`config.mk`:
```
export PLATFORM = sky130hd
export DESIGN_NAME = sc_et_decoder
export DESIGN_NICKNAME = d
export VERILOG_FILES = /design/src/rtl/sc_et_pkg.sv /design/src/rtl/sc_et_bound.sv /design/src/rtl/sc_et_decoder.sv
export SDC_FILE = /design/constraint.sdc
export NUM_CORES = 1
export LEC_CHECK = 0
export CAP_MARGIN = 10
export CORE_MARGIN = 1.5
export CORE_UTILIZATION = 53
export DETAILED_ROUTE_END_ITERATION = 10
export PLACE_DENSITY = 0.77
export SLEW_MARGIN = 20
export SYNTH_ARGS = -nofsm -noshare
export SYNTH_HDL_FRONTEND = slang
export SYNTH_HIERARCHICAL = 1
export SYNTH_SLANG_ARGS = --single-unit
export TNS_END_PERCENT = 30
```
`constraint.sdc`:
```
create_clock -name clk -period 4.6 [get_ports clk]
set_input_delay 1.38 -clock clk [delete_from_list [all_inputs] [get_ports clk]]
set_output_delay 1.38 -clock clk [all_outputs]
set_load 0.1 [all_outputs]
```
`src/rtl/sc_et_pkg.sv`:
```
// Shared types and helpers for the early-termination stochastic-computing decoder.
package sc_et_pkg;

    typedef enum logic [1:0] {
        IDLE = 2'd0,
        RUN  = 2'd1,
        DONE = 2'd2
    } sc_et_state_t;

    // Clamp a requested precision into the legal range 1..w.
    function automatic int unsigned clamp_prec(input int unsigned p, input int unsigned w);
        if (p < 1) begin
            return 1;
        end
        if (p > w) begin
            return w;
        end
        return p;
    endfunction

endpackage

```
`src/rtl/sc_et_bound.sv`:
```
// Early-termination test: the result quantized to 2^s cannot change when every
// remaining bit of the nominal 2^W stream is a one.
module sc_et_bound #(
    parameter  int W  = 6,
    localparam int PW = $clog2(W + 1)
) (
    input  logic [W:0]    c,
    input  logic [W:0]    k,
    input  logic [PW-1:0] s,
    output logic          term
);

    localparam logic [W+1:0] L_EXT = (W + 2)'(1) << W;

    logic [W+1:0] c_ext;
    logic [W+1:0] hi_ext;

    // c <= k always holds, so c + L - k never underflows and stays <= L.
    assign c_ext  = {1'b0, c};
    assign hi_ext = c_ext + L_EXT - {1'b0, k};
    assign term   = (c_ext >> s) == (hi_ext >> s);

endmodule

```
`src/rtl/sc_et_decoder.sv`:
```
// Progressive early-termination decoder: counts ones of a unipolar stream and stops
// as soon as the remaining bits cannot alter the result at the latched precision.
module sc_et_decoder
    import sc_et_pkg::*;
#(
    parameter  int W  = 6,
    localparam int PW = $clog2(W + 1)
) (
    input  logic          clk,
    input  logic          rst_n,
    input  logic          start,
    input  logic [PW-1:0] prec,
    input  logic          in_valid,
    input  logic          in_bit,
    output logic          in_ready,
    output logic [W:0]    Bz,
    output logic [W:0]    used,
    output logic          done
);

    sc_et_state_t  state_q, state_d;
    logic [W:0]    c_q, c_d;
    logic [W:0]    k_q, k_d;
    logic [PW-1:0] s_q, s_d;
    logic [W:0]    bz_q, bz_d;
    logic [W:0]    used_q, used_d;

    logic [W:0]    c_inc;
    logic [W:0]    k_inc;
    logic [PW-1:0] s_new;
    logic          term;

    assign c_inc = c_q + {{W{1'b0}}, in_bit};
    assign k_inc = k_q + (W + 1)'(1);
    assign s_new = PW'(W - clamp_prec(32'(prec), W));

    // The bound is evaluated on the post-beat counters so termination takes effect
    // on the same edge that accepts the deciding bit.
    sc_et_bound #(.W(W)) u_bound (
        .c    (c_inc),
        .k    (k_inc),
        .s    (s_q),
        .term (term)
    );

    always_comb begin
        state_d = state_q;
        c_d     = c_q;
        k_d     = k_q;
        s_d     = s_q;
        bz_d    = bz_q;
        used_d  = used_q;
        if (start) begin
            // Restart from any state; a beat offered alongside start is dropped.
            state_d = RUN;
            c_d     = '0;
            k_d     = '0;
            s_d     = s_new;
            bz_d    = '0;
            used_d  = '0;
        end else begin
            case (state_q)
                RUN: begin
                    if (in_valid) begin
                        c_d = c_inc;
                        k_d = k_inc;
                        if (term) begin
                            state_d = DONE;
                            bz_d    = (c_inc >> s_q) << s_q;
                            used_d  = k_inc;
                        end
                    end
                end
                default: begin
                end
            endcase
        end
    end

    always_ff @(posedge clk or negedge rst_n) begin
        if (!rst_n) begin
            state_q <= IDLE;
            c_q     <= '0;
            k_q     <= '0;
            s_q     <= '0;
            bz_q    <= '0;
            used_q  <= '0;
        end else begin
            state_q <= state_d;
            c_q     <= c_d;
            k_q     <= k_d;
            s_q     <= s_d;
            bz_q    <= bz_d;
            used_q  <= used_d;
        end
    end

    assign in_ready = (state_q == RUN);
    assign done     = (state_q == DONE);
    assign Bz       = bz_q;
    assign used     = used_q;

endmodule

```
# Word-level counts from Yosys, hierarchy flattened
# Cells that the tools add are included.
[classes]
reduce_logical = 5
div_mod_pow = 0
n_mul = 0
bitwise_logic = 0
n_eq_ne = 3
n_shift = 4
mux = 25
add_sub_neg = 5
magnitude_cmp = 2
[op_table]
columns = ["op", "count"]
rows = [
  ["two-way mux 7 bit", 14],
  ["two-way mux 3 bit", 3],
  ["adder 7 x 7 -> 8 bit (second input constant)", 1],
  ["== test 8 bit", 1],
  ["two-way mux 2 bit", 4],
  [">> shifter 7 x 3 -> 8 bit", 1],
  [">> shifter 8 x 3 -> 8 bit", 1],
  ["subtractor 8 x 7 -> 8 bit", 1],
  ["adder 7 x 1 -> 7 bit", 1],
  ["adder 7 x 1 -> 7 bit (second input constant)", 1],
  ["<< shifter 7 x 3 -> 7 bit", 1],
  [">> shifter 7 x 3 -> 7 bit", 1],
  ["nonzero test 2 bit", 3],
  ["two-way mux 1 bit", 4],
  ["greater-than comparator 3 bit (second input constant)", 1],
  ["less-than comparator 3 x 1 -> 1 bit (second input constant)", 1],
  ["AND reduction 3 bit", 1],
  ["subtractor 3 bit (first input constant)", 1],
  ["== test 2 x 1 -> 1 bit (second input constant)", 1],
  ["== test 2 bit (second input constant)", 1],
  ["AND reduction 2 bit", 1],
]
[totals]
in_bits = 8
ram_bits = 0
mem_bits_ro = 0
out_inout_bits = 16
register_bits = 33
latch_bits = 0
n_memories = 0

# Longest topological paths before layout
[logic_depth]
depth_word = 9
mapped_depth = 22
ltp_nobuf = 21

# Cells and area by module
# Netlist, hierarchy kept.
[modules_own_cells]
columns = ["module", "n_inst", "seq_area_each_um2", "area_each_um2", "cells_each"]
rows = [
  ["sc_et_decoder", 1, 825.8, 1644.1, 170],
  ["sc_et_bound", 1, 0.0, 1013.5, 144],
]

# Worst setup path after synthesis
# No wires, ideal clock.
[synth_path]
path_kind = "input to register"
startpoint = "in in_bit"
endpoint = "reg used_q[0], in the netlist used[0]"
t_required_ps = 4468
arrival_time_ps = 5598
setup_time_ps = 132
cell_stages = 21
path_slack_ps = -1130
cell_sequence = "ha_1 -> ha_1 -> nand3_1 -> nor2_1 -> xor2_1 -> inv_1 -> ha_1 -> inv_1 -> ha_1 -> clkbuf_1 -> nor4b_1 -> o31ai_1 -> o211ai_1 -> a21oi_1 -> a2111oi_2 -> a41oi_1 -> a2111oi_2 -> nand4b_2 -> buf_2 -> a21oi_1 -> nor2_1"
[synth_via]
elab_chain_cells = 7
elab_cells_between_ends = 8
classes_between = "add/sub (3); eq/ne (1); shift (2); reduce/logical (2)"
[synth_lines]
columns = ["element", "line_no", "rtl"]
rows = [
  ["start: declaration", "sc_et_decoder.sv:14", "input logic in_bit,"],
  ["adder 7 x 1 -> 7 bit *", "sc_et_decoder.sv:33", "assign c_inc = c_q + {{W{1'b0}}, in_bit};"],
  ["via c_inc[6]", "sc_et_decoder.sv:28", "logic [W:0] c_inc;"],
  ["adder 7 x 7 -> 8 bit", "sc_et_bound.sv:20", "assign hi_ext = c_ext + L_EXT - {1'b0, k};"],
  ["subtractor 8 x 7 -> 8 bit", "sc_et_bound.sv:20", ""],
  [">> shifter 8 x 3 -> 8 bit", "sc_et_bound.sv:21", "assign term = (c_ext >> s) == (hi_ext >> s);"],
  ["== test 8 bit *", "sc_et_bound.sv:21", ""],
  ["via term", "sc_et_decoder.sv:31", "logic term;"],
  ["nonzero test 2 bit (no line) *", "--", ""],
  ["AND reduction 3 bit (no line) *", "--", ""],
  ["end signal: assignment", "sc_et_decoder.sv:94", "used_q <= used_d;"],
  ["end: declaration", "sc_et_decoder.sv:26", "logic [W:0] used_q, used_d;"],
]
# Mark *: on every way through the listed nets, which the timed path passes. The rest lies on a longest branch.
# A chain may end at the register's enable or synchronous reset.

# Worst setup path after layout
[layout_path]
startpoint = "in in_bit"
endpoint = "reg bz_q[6], in the netlist Bz[6]"
[layout_via]
elab_chain_cells = 7
elab_cells_between_ends = 14
classes_between = "add/sub (3); eq/ne (1); shift (4); mux (4); reduce/logical (2)"
[layout_lines]
columns = ["element", "line_no", "rtl"]
rows = [
  ["adder 7 x 1 -> 7 bit *", "sc_et_decoder.sv:33", ""],
  ["via c_inc[2]", "sc_et_decoder.sv:28", ""],
  ["adder 7 x 7 -> 8 bit", "sc_et_bound.sv:20", ""],
  ["subtractor 8 x 7 -> 8 bit", "sc_et_bound.sv:20", ""],
  [">> shifter 8 x 3 -> 8 bit", "sc_et_bound.sv:21", ""],
  ["== test 8 bit *", "sc_et_bound.sv:21", ""],
  ["via term", "sc_et_decoder.sv:31", ""],
  ["nonzero test 2 bit (no line) *", "--", ""],
  ["AND reduction 3 bit (no line) *", "--", ""],
  ["end signal: assignment", "sc_et_decoder.sv:93", "bz_q <= bz_d;"],
  ["end: declaration", "sc_et_decoder.sv:25", "logic [W:0] bz_q, bz_d;"],
]
# Mark *: on every way through the listed nets, which the timed path passes. The rest lies on a longest branch. The select of a mux whose other input is x is not followed.

==> results.md <==
* Status: finished, violations left
* Violated checks: setup timing
* Min setup slack post-route at -624 ps
* CP Capture Type: flip-flop
* I/O Pins at 24
* CTS tree: done
* Post-synth top area cell: dfrtp_1
* # Max-Cap Violations at 0
* Vias in the first global route at 2723
* Met2 Use GR at 0.535
* Die X at 73.8 um
* Main combinational cell family by area after synthesis: compound AO/OA/AOI/OAI gates
* Top-area cell type share of the netlist area at 0.311
* Share of post-route cells with drive strength above 1 at 0.339
* Syn avg cell area at 8.46 um^2
* Area Overhead vs Synth at 45.6%
* Startpoint types: primary input
* Max VDD drop at 0.317 mV
* Hold Vio Cnt, Final at 0
* Register area at 826 um^2
* Vias post-DR at 2842
* Synth Area in Compound Gates at 0.231
* Highest Clock Rate at 0.191 GHz
* FFs w/ async S/R, synth at 1.00
* Grt ovf at 0
* Synth Instances at 314
* Multi-input gate area at approximately 2100 um^2
* Final setup violation count at 16
* DRT iter0 DRCs at about 240
* Arrival time of the worst setup path at 5470 ps
* Worst slew pin tran at approximately 980 ps
* Antenna-violating nets left at 0
* Core Rows at 25
* Worst-Skew Late Latency at around 310 ps
* Layout Skew at 12.3 ps
* Synth Area in Adders at 0.0876
* Crit path kind: primary input to flip-flop
* Vias per Instance at 6.19
* PD cells at 365 nW/um^2
* Detail Placement HPWL at around 5100 um
* Tmin final at 5220 ps
* GRT met3 Usage at 0.0631
* Gr usage total at 0.316
* DRC viols at 0
* Gr busiest metal: met2
* Distinct cells, synth at 60
* Mux cell area share after synthesis at 0.0410
* ANT cells at 0
* Largest net degree at the start of global routing at 34
* Vert. Die Dim at 73.8 um
* Seq/Total Area, Yosys at 0.311
* Post-Route Setup TNS at -7710 ps
* Relative slew slack at 0.343
* Mapped cell area at 2660 um^2
* Num CTS Buffers at 5
* H-tree levels at 2
* Post-synth top flop: dfrtp_1
* Top post-synthesis cells by area: dfrtp_1 (31%), ha_1 (8.0%), a21oi_1 (5.5%)
* Most frequent cells in the layout: buf_4 (56), dfrtp_1 (33), nor2_1 (29), nand2_1 (28), a21oi_1 (25)
* Hold buffers post-CTS at 0
* Post-Synth XOR/XNOR Area at 0.0824
* Met1 usage at 0.388
* Total Wirelength at slightly below 9000 um
* Hold crit path type: flip-flop to flip-flop
* Die Area at 5450 um^2
* Initial Util at 0.555
* GPL Wtd Cong at 1.02
* Initial antenna violation count at 0
* Fill count at 275
* Synth Warn # at 6
* Pre-antenna DRT Iters at 7
* DP Worst Slack at -1520 ps
* Required time of the critical path at 4850 ps
* Simple-gate share of the synthesized area at 0.191
* Drt wl/cell at 19.2 um
* Post-synthesis register bit count at 33
* Mapped Nets at 340
* # nets final at 417
* Input/output buffers at 23
* Slew Limit Fails at 0
* Leakage at 1.65 nW
* Clock Path Buffers at 2
* Root Driver: clkbuf_8
* Commonest non-fill, non-tap cell in the layout: buf_4
* Post-synth EDFFs at 0
* Period utilization at 1.14
* First-pass GRT wire length at about 13000 um
* CTS clk-pin slew, worst paths at about 90 ps
* Core Box Area at 4790 um^2
* Clk sinks at 33
* Crit-path max FO at 6
* RSZ-0062 raised after global routing: true
[flip-flops by register name, indices dropped and copies added (netlist names)]
register,flops
s_q,3
state_q,2
Bz,7
k_q,7
c_q,7
used,7
[worst paths after layout]
kind                        start     end  slack, ps  cells after the start
max reg2reg                k_q[1]   Bz[6]        -90                     20
min in group asynchronous   rst_n   Bz[4]       1480                      2
min                         Bz[5]   Bz[5]        550                      1
max                        in_bit   Bz[6]       -620                     21
max in group asynchronous   rst_n  c_q[1]       2790                      2
min reg2reg                 Bz[5]   Bz[5]        550                      1
[cell type report]
class,instances,share of cell area
Tap cell,67,0.0217
Multi-Input combinational cell,247,0.533
Clock inverter,3,0.0120
Clock buffer,5,0.0178
Sequential cell,33,0.213
Inverter,20,0.0194
Timing Repair Buffer,84,0.183
[what timing repair did]
action                                  4_1_cts  5_1_grt
gates cloned                                  1        0
gates resized for setup                      30       19
pin swaps                                    24       13
endpoints found under the setup margin       16       16
setup buffers                                13        5
[cells by family (layout without fill, tap and decap cells)]
group,count (synthesis),in the layout
AND/OR/NAND/NOR,106,106
AO/OA/AOI/OAI,90,90
buffers and inverters,34,112
flip-flops,33,33
XOR/XNOR,25,25
adder cells (fa/ha/maj),18,18
multiplexers,8,8
[where the power goes]
group	total, mW	internal [mW]	switching (mW)
clock	0.298	0.162	0.135
sequential	0.346	0.309	0.0377
combinational	0.767	0.354	0.413
total	1.41	0.825	0.586
[metal layers]
layer	vias to the layer above	share of wire
li1	1265	-
met3	33	0.060
met1	1385	0.41
met5	-	0
met4	0	0.026
met2	159	0.51
[Yosys cell counts, types with 2 or more instances]
cell and number:
nand3_1 9, nand2b_1 2, buf_6 2, mux2i_1 3, and2_1 2, o211ai_1 5
mux4_2 2, xor2_1 12, buf_2 3, a21oi_1 29, buf_1 4, nand2_1 30
mux2_2 3, or2_1 2, inv_1 20, nor3_2 2, a22o_1 2, and2b_1 2
or3_1 5, o22a_1 2, o21a_1 4, o21ai_0 18, a32o_1 2, dfrtp_1 33
nor2_1 37, clkbuf_1 4, nor3_1 6, a41oi_1 2, ha_1 17, a2111oi_2 2
o21ai_1 2, a21o_1 3, o31ai_1 4, xnor2_1 13
[worst max-delay path, cell delays in order]
cell and delay (ps):
buf_6 90, ha_4 160, ha_4 190, xor2_4 200, ha_4 240, ha_4 280
a211oi_4 60, buf_6 120, buf_4 140, o211a_1 240, buf_4 150, nor3_4 250
o31ai_1 160, a2111oi_2 380, a41oi_1 200, a2111oi_2 310, buf_4 200, nand4b_4 120
buf_6 160, a311oi_2 250, a32o_1 180
[stage by stage]
step                utilization  cells  instance area, um^2  hold WS, ps  total power [mW]
floorplan                     -    314                 2860          513             0.768
global placement          0.709    432                 3390          514             0.918
detailed placement        0.709    432                 3390          521             0.930
CTS                       0.786    454                 3760          535              1.33
global route              0.808    459                 3870          567              1.46
finish                    0.808    459                 3870          548              1.41
(Power assumes the default switching activity.)
